[config.mk]
export PLATFORM = sky130hd
export DESIGN_NAME = dma_controller
export DESIGN_NICKNAME = d
export VERILOG_FILES = /design/src/rtl/dma_controller_pkg.sv /design/src/rtl/dma_controller_regs.sv /design/src/rtl/dma_controller.sv
export SDC_FILE = /design/constraint.sdc
export NUM_CORES = 1
export LEC_CHECK = 0
export CELL_PAD_IN_SITES_DETAIL_PLACEMENT = 0
export CELL_PAD_IN_SITES_GLOBAL_PLACEMENT = 1
export CORE_MARGIN = 4
export CORE_UTILIZATION = 27
export DETAILED_ROUTE_END_ITERATION = 8
export PLACE_DENSITY_LB_ADDON = 0.08
export SLEW_MARGIN = 20
export SYNTH_ARGS = -nofsm -noshare
export SYNTH_HDL_FRONTEND = slang
export SYNTH_SLANG_ARGS = --single-unit
export TNS_END_PERCENT = 20
[constraint.sdc]
create_clock -name clk -period 4.1 [get_ports clk]
set_clock_uncertainty 0.15 [all_clocks]
set_input_delay 0.615 -clock clk [delete_from_list [all_inputs] [get_ports clk]]
set_output_delay 0.615 -clock clk [all_outputs]
set_load 0.03 [all_outputs]
[src/rtl/dma_controller_pkg.sv]
// Shared definitions for the DMA controller.
//   state_t        : transfer FSM encoding (IDLE, RD, CAP, WR, YIELD)
//   REG_*          : register offsets from the DMA_ADDRESS base in the 0x10xx IO page
//   CTRL_*         : bit positions inside a CTRL write
//   len_to_count() : converts the programmed LEN byte into a byte count
package dma_controller_pkg;

  typedef enum logic [2:0] {
    ST_IDLE  = 3'd0,
    ST_RD    = 3'd1,
    ST_CAP   = 3'd2,
    ST_WR    = 3'd3,
    ST_YIELD = 3'd4
  } state_t;

  localparam logic [7:0] IO_PAGE   = 8'h10;
  localparam logic [7:0] REG_COUNT = 8'd6;

  localparam logic [2:0] REG_SRC_L = 3'd0;
  localparam logic [2:0] REG_SRC_H = 3'd1;
  localparam logic [2:0] REG_DST_L = 3'd2;
  localparam logic [2:0] REG_DST_H = 3'd3;
  localparam logic [2:0] REG_LEN   = 3'd4;
  localparam logic [2:0] REG_CTRL  = 3'd5;

  localparam int CTRL_START    = 0;
  localparam int CTRL_HOLD_SRC = 1;
  localparam int CTRL_HOLD_DST = 2;
  localparam int CTRL_ABORT    = 7;

  // LEN of zero encodes a full 256-byte block, hence the 9-bit count.
  function automatic logic [8:0] len_to_count(input logic [7:0] len);
    return (len == 8'd0) ? 9'd256 : {1'b0, len};
  endfunction

endpackage

[src/rtl/dma_controller_regs.sv]
// dma_regs: programming registers, address decode and read mux.
//   clk, rst            : clock, asynchronous active-high reset
//   cpu_*               : CPU bus request (address, write data, write/read enables)
//   grant               : CPU currently owns the bus (not stalled)
//   busy, done_flag     : live status from the transfer FSM
//   src, dst, len       : programmed source, destination and length
//   start, abort        : one-cycle command strobes decoded from a CTRL write
//   hold_src, hold_dst  : hold bits of the CTRL write, valid with start
//   dout                : registered read data, zero when no register is read
module dma_regs
  import dma_controller_pkg::*;
#(
  parameter logic [7:0] DMA_ADDRESS = 8'h10
) (
  input  logic        clk,
  input  logic        rst,
  input  logic [15:0] cpu_address,
  input  logic [7:0]  cpu_din,
  input  logic        cpu_w_en,
  input  logic        cpu_r_en,
  input  logic        grant,
  input  logic        busy,
  input  logic        done_flag,
  output logic [15:0] src,
  output logic [15:0] dst,
  output logic [7:0]  len,
  output logic        start,
  output logic        abort,
  output logic        hold_src,
  output logic        hold_dst,
  output logic [7:0]  dout
);

  logic [7:0] offset;
  logic [2:0] reg_sel;
  logic       hit;
  logic       wr;
  logic       rd;
  logic       ctrl_wr;
  logic [7:0] rdata;

  // A frozen CPU keeps presenting its request; it only reaches the
  // registers on the cycle it actually owns the bus.
  assign offset  = cpu_address[7:0] - DMA_ADDRESS;
  assign reg_sel = offset[2:0];
  assign hit     = grant && (cpu_address[15:8] == IO_PAGE) && (offset < REG_COUNT);
  assign wr      = hit && cpu_w_en;
  assign rd      = hit && cpu_r_en;
  assign ctrl_wr = wr && (reg_sel == REG_CTRL);

  // Abort wins over a start carried in the same write.
  assign abort    = ctrl_wr && cpu_din[CTRL_ABORT];
  assign start    = ctrl_wr && cpu_din[CTRL_START] && !cpu_din[CTRL_ABORT] && !busy;
  assign hold_src = cpu_din[CTRL_HOLD_SRC];
  assign hold_dst = cpu_din[CTRL_HOLD_DST];

  always_ff @(posedge clk or posedge rst) begin
    if (rst) begin
      src <= 16'h0000;
      dst <= 16'h0000;
      len <= 8'h00;
    end else if (wr && !busy) begin
      case (reg_sel)
        REG_SRC_L: src[7:0]  <= cpu_din;
        REG_SRC_H: src[15:8] <= cpu_din;
        REG_DST_L: dst[7:0]  <= cpu_din;
        REG_DST_H: dst[15:8] <= cpu_din;
        REG_LEN:   len       <= cpu_din;
        default:   ;
      endcase
    end
  end

  always_comb begin
    rdata = 8'h00;
    case (reg_sel)
      REG_SRC_L: rdata = src[7:0];
      REG_SRC_H: rdata = src[15:8];
      REG_DST_L: rdata = dst[7:0];
      REG_DST_H: rdata = dst[15:8];
      REG_LEN:   rdata = len;
      REG_CTRL:  rdata = {6'b000000, busy, done_flag};
      default:   rdata = 8'h00;
    endcase
  end

  // dout is OR-combined with other IO, so it must idle at zero.
  always_ff @(posedge clk or posedge rst) begin
    if (rst) begin
      dout <= 8'h00;
    end else begin
      dout <= rd ? rdata : 8'h00;
    end
  end

endmodule

[src/rtl/dma_controller.sv]
// dma_controller: single-channel memory-to-memory DMA with cycle stealing.
// Each byte costs RD, CAP, WR (CPU stalled) followed by one YIELD cycle in
// which the CPU gets the bus back; the final byte skips YIELD.
//   clk, rst                          : clock, asynchronous active-high reset
//   cpu_address/din/w_en/r_en         : CPU bus request
//   bus_address/din/w_en/r_en         : arbitrated bus to the memory/IO decoder
//   bus_dout                          : read data from the memory/IO decoder
//   dout                              : register read data (zero when idle)
//   cpu_stall                         : CPU must freeze while high
//   done_flag, done_flag_clr          : completion interrupt and its clear pulse
module dma_controller
  import dma_controller_pkg::*;
#(
  parameter logic [7:0] DMA_ADDRESS = 8'h10
) (
  input  logic        clk,
  input  logic        rst,
  input  logic [15:0] cpu_address,
  input  logic [7:0]  cpu_din,
  input  logic        cpu_w_en,
  input  logic        cpu_r_en,
  output logic [15:0] bus_address,
  output logic [7:0]  bus_din,
  output logic        bus_w_en,
  output logic        bus_r_en,
  input  logic [7:0]  bus_dout,
  output logic [7:0]  dout,
  output logic        cpu_stall,
  output logic        done_flag,
  input  logic        done_flag_clr
);

  state_t      state;
  logic [15:0] src_w;
  logic [15:0] dst_w;
  logic [8:0]  count;
  logic [7:0]  data;
  logic        hold_src_w;
  logic        hold_dst_w;

  logic        busy;
  logic        last_byte;
  logic [15:0] src;
  logic [15:0] dst;
  logic [7:0]  len;
  logic        start;
  logic        abort;
  logic        hold_src;
  logic        hold_dst;

  assign cpu_stall = (state == ST_RD) || (state == ST_CAP) || (state == ST_WR);
  assign busy      = (state != ST_IDLE);
  assign last_byte = (state == ST_WR) && (count == 9'd1);

  dma_regs #(
    .DMA_ADDRESS (DMA_ADDRESS)
  ) u_regs (
    .clk         (clk),
    .rst         (rst),
    .cpu_address (cpu_address),
    .cpu_din     (cpu_din),
    .cpu_w_en    (cpu_w_en),
    .cpu_r_en    (cpu_r_en),
    .grant       (!cpu_stall),
    .busy        (busy),
    .done_flag   (done_flag),
    .src         (src),
    .dst         (dst),
    .len         (len),
    .start       (start),
    .abort       (abort),
    .hold_src    (hold_src),
    .hold_dst    (hold_dst),
    .dout        (dout)
  );

  always_ff @(posedge clk or posedge rst) begin
    if (rst) begin
      state      <= ST_IDLE;
      src_w      <= 16'h0000;
      dst_w      <= 16'h0000;
      count      <= 9'd0;
      data       <= 8'h00;
      hold_src_w <= 1'b0;
      hold_dst_w <= 1'b0;
      done_flag  <= 1'b0;
    end else begin
      // A completion on the same edge as a clear keeps the flag set.
      if (last_byte && !abort) begin
        done_flag <= 1'b1;
      end else if (done_flag_clr) begin
        done_flag <= 1'b0;
      end

      case (state)
        ST_IDLE: begin
          if (start) begin
            state      <= ST_RD;
            src_w      <= src;
            dst_w      <= dst;
            count      <= len_to_count(len);
            hold_src_w <= hold_src;
            hold_dst_w <= hold_dst;
          end
        end
        ST_RD: begin
          state <= ST_CAP;
        end
        ST_CAP: begin
          data  <= bus_dout;
          state <= ST_WR;
        end
        ST_WR: begin
          if (!hold_src_w) src_w <= src_w + 16'd1;
          if (!hold_dst_w) dst_w <= dst_w + 16'd1;
          count <= count - 9'd1;
          state <= (count == 9'd1) ? ST_IDLE : ST_YIELD;
        end
        ST_YIELD: begin
          state <= ST_RD;
        end
        default: begin
          state <= ST_IDLE;
        end
      endcase

      // Abort overrides the next-state choice; the WR bus cycle itself is
      // combinational, so a write already on the bus still happens.
      if (abort) state <= ST_IDLE;
    end
  end

  always_comb begin
    bus_address = cpu_address;
    bus_din     = cpu_din;
    bus_w_en    = cpu_w_en;
    bus_r_en    = cpu_r_en;
    case (state)
      ST_RD: begin
        bus_address = src_w;
        bus_din     = 8'h00;
        bus_w_en    = 1'b0;
        bus_r_en    = 1'b1;
      end
      ST_CAP: begin
        bus_address = src_w;
        bus_din     = 8'h00;
        bus_w_en    = 1'b0;
        bus_r_en    = 1'b0;
      end
      ST_WR: begin
        bus_address = dst_w;
        bus_din     = data;
        bus_w_en    = 1'b1;
        bus_r_en    = 1'b0;
      end
      default: ;
    endcase
  end

endmodule

Word level (Yosys, flattened, before mapping)
Cells that the tools add are included.
{ "classes": {"n_eq_ne": 15, "n_addsub": 4, "magnitude_cmp": 1, "n_mux": 21, "n_reduce_logical": 35} }
{ "op_table": {"columns": ["operator", "count"], "rows": [
  ["case mux 16 bit (2 select lines)", 3],
  ["2-to-1 mux 16 bit", 4],
  ["case mux 8 bit (6 select lines)", 1],
  ["adder 16 x 1 -> 16 bit (second input constant)", 2],
  ["2-to-1 mux 9 bit", 2],
  ["case mux 9 bit (2 select lines)", 1],
  ["case mux 8 bit (2 select lines)", 1],
  ["case mux 3 bit (5 select lines)", 1],
  ["AND reduction 2 bit", 7],
  ["== test 3 x 2 -> 1 bit (second input constant)", 4],
  ["logical AND 1 bit", 12],
  ["== test 3 bit (second input constant)", 3],
  ["== test 9 x 1 -> 1 bit (second input constant)", 1],
  ["2-to-1 mux 3 bit", 3],
  ["subtractor 9 x 1 -> 9 bit (second input constant)", 1],
  ["== test 8 x 5 -> 1 bit (second input constant)", 1],
  ["logical NOT 8 bit", 1],
  ["< comparator 8 x 3 -> 1 bit (second input constant)", 1],
  ["2-to-1 mux 8 bit", 1],
  ["subtractor 8 x 5 -> 8 bit (second input constant)", 1],
  ["== test 3 x 1 -> 1 bit (second input constant)", 2],
  ["logical NOT 3 bit", 2],
  ["!= test 2 bit (second input constant)", 3],
  ["AND reduction 3 bit", 2],
  ["8 further kinds", 16]
]} }
{ "totals": {"regBits": 103, "word_cells": 90, "in_bits": 37, "output_inout_bits": 36} }

Longest topological paths before layout
{ "logic_depth": {"ltp_word": 14, "depth_mapped": 9} }

Hierarchy
Synthesis repeated with hierarchy kept, for this count alone.
{ "unflattened": {"hier_cells": 587, "hier_area_um2": 5957.0} }
{ "by_module_without_submodules": {"columns": ["module", "area_per_inst_um2", "cells_each", "n_inst"], "rows": [
  ["dma_controller", 3696.0, 424, 1],
  ["dma_regs", 2260.9, 163, 1]
]} }

Least setup slack after synthesis
OpenSTA, ideal clock, no wires.
{ "synth_path": {"path_kind": "reg2out", "from": "register state[1]", "to": "output bus_address[10]", "arrival_time_ns": 1.997, "t_required_ns": 3.335, "path_buffers": 2, "stages_incl_launch_ff": 6, "setup_slack_ns": 1.338, "path_cell_list": "dfrtp_1 clkbuf_1 nor2b_1 clkbuf_1 a22oi_1 o21ai_0"} }
{ "synth_via": {"elab_chain_len": 3, "word_cells_on_any_way": 5, "classes_between": "3 x eq/ne; 1 x mux; 1 x reduce/logical"} }
{ "synth_lines": {"columns": ["element", "line", "source"], "rows": [
  ["from (decl)", "dma_controller.sv:33", "state_t state;"],
  ["from (signal assigned)", "dma_controller.sv:117", "state <= (count == 9'd1) ? ST_IDLE : ST_YIELD;"],
  ["== test 3 x 1 -> 1 bit / == test 3 x 2 -> 1 bit (equally long branches)", "dma_controller.sv:138", "case (state)"],
  ["OR reduction 2 bit (no line)", null, null],
  ["case mux 16 bit (2 select lines) (*)", "dma_controller.sv:138", null],
  ["to (decl)", "dma_controller.sv:22", "output logic [15:0] bus_address,"]
]} }
Every way passes the cells marked *; elsewhere a longest branch is shown, timed or not.

Final worst setup path
{ "layout_path": {"from": "register state[0]", "to": "output bus_din[5]"} }
{ "layout_via": {"elab_chain_len": 3, "word_cells_on_any_way": 5, "classes_between": "3 x eq/ne; 1 x mux; 1 x reduce/logical"} }
{ "layout_lines": {"columns": ["element", "line", "source"], "rows": [
  ["== test 3 x 1 -> 1 bit / == test 3 x 2 -> 1 bit (equally long branches)", "dma_controller.sv:138", null],
  ["OR reduction 2 bit (no line)", null, null],
  ["case mux 8 bit (2 select lines) (*)", "dma_controller.sv:138", null],
  ["to (decl)", "dma_controller.sv:23", "output logic [7:0] bus_din,"]
]} }
Marks and branches as above.

==> run_results.csv <==
group,metric,value,unit
setup_path,r2r_cells,6,
clock_network,cts_setup_buffers,0,
synthesis,avgSynthCellArea,9.452,um^2
setup_path,crit_required,3340,ps
setup_path,r2r-end,"count[8]",
hold_path,min_path_type,"reg2reg",
clock_network,cts_made_buffers,9,
power_and_ir_drop,p_seq_share,35.4,%
detailed_routing,drc,0,
sta,hold_violations,0,
clock_network,clkSinkCount,103,
power_and_ir_drop,p_sw_share,41.68,%
cells_and_area,drive_gt1_share,16.13,%
detailed_routing,vias,5179,
synthesis,syn_area,5832,um^2
detailed_routing,avgViaCountPerCell,5.412,
synthesis,syn_inst,617,
sta,drv_slew,0,
setup_path,rrSetupSlack,760,ps
floorplan,die_area,24010,um^2
clock_network,htree_levels,3,
setup_path,critPathArrivalTime,2890,ps
cells_and_area,final_cell_mix,"103 x dfrtp_1, 72 x nand2_1, 72 x clkdlybuf4s50_1",
global_route,grt-ovfl-total,0,
synthesis,synth_edf_count,0,
sta,setup_violations,0,
sta,post-route-period-util,89.24,%
global_route,grt_antenna_before_repair,1,
detailed_routing,wl_per_cell,22.09,um
power_and_ir_drop,clkPwrFrac,21.4,%
placement,numPortBuffers,72,
sta,max_slew_margin,40.18,%
setup_path,cp_max_fo,25,
sta,worst_pin_slew,897.4,ps
clock_network,clk_path_buf_depth,2,
placement,dpl.hpwl,15620,um
cells_and_area,layout_commonest_cell,"dfrtp_1",
setup_path,endpoint_kind,"output port",
global_route,grt_first_pass_wirelength,32450,um
hold_path,min_path_cells,2,
clock_network,ctsHoldBuffers,0,
synthesis,synth_seq_cells,103,
power_and_ir_drop,leakage,2.895,nW
sta,period_minus_slack,3659,ps
placement,placed_cell_area,6852,um^2
floorplan,coreArea,21150,um^2
power_and_ir_drop,switchingPower,1.851,mW
hold_path,worstHoldEndpoint,"count[2]",
clock_network,clkLatencyLatePin,350,ps
run_status,status,"finished, final reports clean",
synthesis,yosysWarnings,0,
floorplan,floorplan.initialDensity,27.57,%
clock_network,cts_resized,0,
detailed_routing,drt_first_pass_iters,5,
global_route,grt_use_total,17.80,%
synthesis,yosysSeqAreaShare,44.20,%
synthesis,synthArstFlopShare,100.0,%
power_and_ir_drop,power_density,619.2,nW/um^2
power_and_ir_drop,power_frac_comb,43.2,%
setup_path,critPathLaunchType,"flip-flop",
cells_and_area,diodes,0,
sta,rsz0062_at_grt,"no",
clock_network,cts_tree,"yes",
floorplan,die_w,155.0,um
detailed_routing,ant_nets,0,
run,drv_cap,0,
detailed_routing,totalWireLength,21140,um
floorplan,chipHeight,155.0,um
cells_and_area,fin_area,7172,um^2
floorplan,rows,53,
setup_path,r2r-start,"state[0]",
placement,gp_congestion,0.8265,
sta,fin_setup_tns,0,ps
power_and_ir_drop,peakVddDrop,0.2754,mV
cells_and_area,n_fill_cell,2193,
clock_network,cts_root_buffer,"clkbuf_16",
synthesis,synthDistinctLibCells,60,
cells_and_area,syn_to_final_growth,22.98,%
cells_and_area,nets,719,
synthesis,synth-main-ff-cell,"dfrtp_1",
setup_path,path_class,"reg2out",
clock_network,clkTransAtPathRegs,70,ps
global_route,grt_start_max_net_pins,86,
detailed_routing,initialDrtViolationCount,321,
global_route,grt_pass1_vias,5028,
hold_path,holdCritStartpoint,"count[2]",
power_and_ir_drop,intPower,2.590,mW
sta,fmax,273.3,MHz
floorplan,io_pins,73,
synthesis,synth_fp_nets,658,
[metrics by stage]
stage               util (%)  power [mW]  hold WS, ps  setup WS [ps]  instances
floorplan                  -       2.732        312.9          631.2        617
global placement       32.39       3.489        328.7          786.5        942
detailed placement     32.39       3.513        334.7          725.9        942
CTS                    33.90       4.484        349.9          449.7        957
global route           33.90       4.718        379.3          304.9        957
finish                 33.90       4.441        350.2          441.1        957
[layer usage]
layer | GRT usage [%] | share of wire [%] | vias up | wire, um
li1 | - | - | 2409 | -
met4 | 4.037 | 1.2 | 0 | 263
met2 | 27.65 | 46 | 138 | 9652
met3 | 3.449 | 4.9 | 16 | 1033
met1 | 25.70 | 48 | 2616 | 10190
met5 | 0 | 0 | - | 0
[synthesized netlist by cell type, drive strengths merged (3+ instances only)]
cell	number	share of area, %
mux2i	14	2.4
a211oi	5	0.73
a21oi	58	5.0
o21ai	52	4.8
nor2b	4	0.43
and4	3	0.45
dfrtp	103	44
ha	4	0.86
and3	5	0.54
or3	8	0.86
mux2	63	12
a31oi	9	0.97
nand4	6	0.64
inv	8	0.51
nor3	17	1.5
nor2	43	2.8
a22o	8	1.2
a22oi	18	2.3
nor4	7	0.86
nand3	26	2.3
nor3b	3	0.47
clkbuf	24	1.5
o22ai	12	1.4
o22a	4	0.60
buf	15	1.9
nand2	72	4.6
[power groups by stage]
stage	logic, mW	registers [mW]	clock network, mW
after floorplan	1.32	1.42	0
after global placement	1.90	1.59	0
after detailed placement	1.92	1.59	0
after CTS	1.93	1.57	0.980
after global routing	2.09	1.60	1.02
final	1.92	1.57	0.952
[registers in the layout (all words and copies together) (netlist names)]
signal and count:
dst_w 16, src_w 16, u_regs.dst 16, u_regs.src 16, count 9, data 8
u_regs.dout 8, u_regs.len 8, state 3, done_flag 1, hold_dst_w 1, hold_src_w 1
[final cells by class]
class                      count  area, um^2  area share [%]
tap                          275       344.1           4.798
inverter                       9       36.28          0.5059
sequential                   103        2577           35.94
clock buffer                  11       242.7           3.385
clock inverter                 4       77.57           1.082
timing repair buffer          89       860.8           12.00
multi-input combinational    466        3033           42.29
[worst max-delay path by stage]
stage | from | endpoint | slack (ps) | depth (start not counted)
6_report | state[0] | bus_din[5] | 440 | 4
3_5_place_dp | cpu_address[1] | dst_w[11] | 730 | 7
3_3_place_gp | cpu_address[1] | dst_w[11] | 790 | 7
4_1_cts | state[0] | bus_address[2] | 450 | 5
5_1_grt | state[0] | bus_din[5] | 300 | 4
2_1_floorplan | rst | count[0] | 630 | 1
[cell families (layout without fill, tap and decap cells)]
family	count (synthesis)	after routing	share of synthesized area (%)
flops	103	103	44.20
compound gates	180	180	19.27
buf+inv	48	113	3.991
fa+ha+maj	4	4	0.8582
mux	77	77	14.57
xor+xnor	2	2	0.3004
simple gates	203	203	16.82
[worst max-delay path: stages (launching register included)]
cell,delay (ps)
dfrtp_1,930
nand2_1,370
nor2_4,350
a22o_1,210
clkdlybuf4s50_1,670
(Power assumes the default switching activity.)
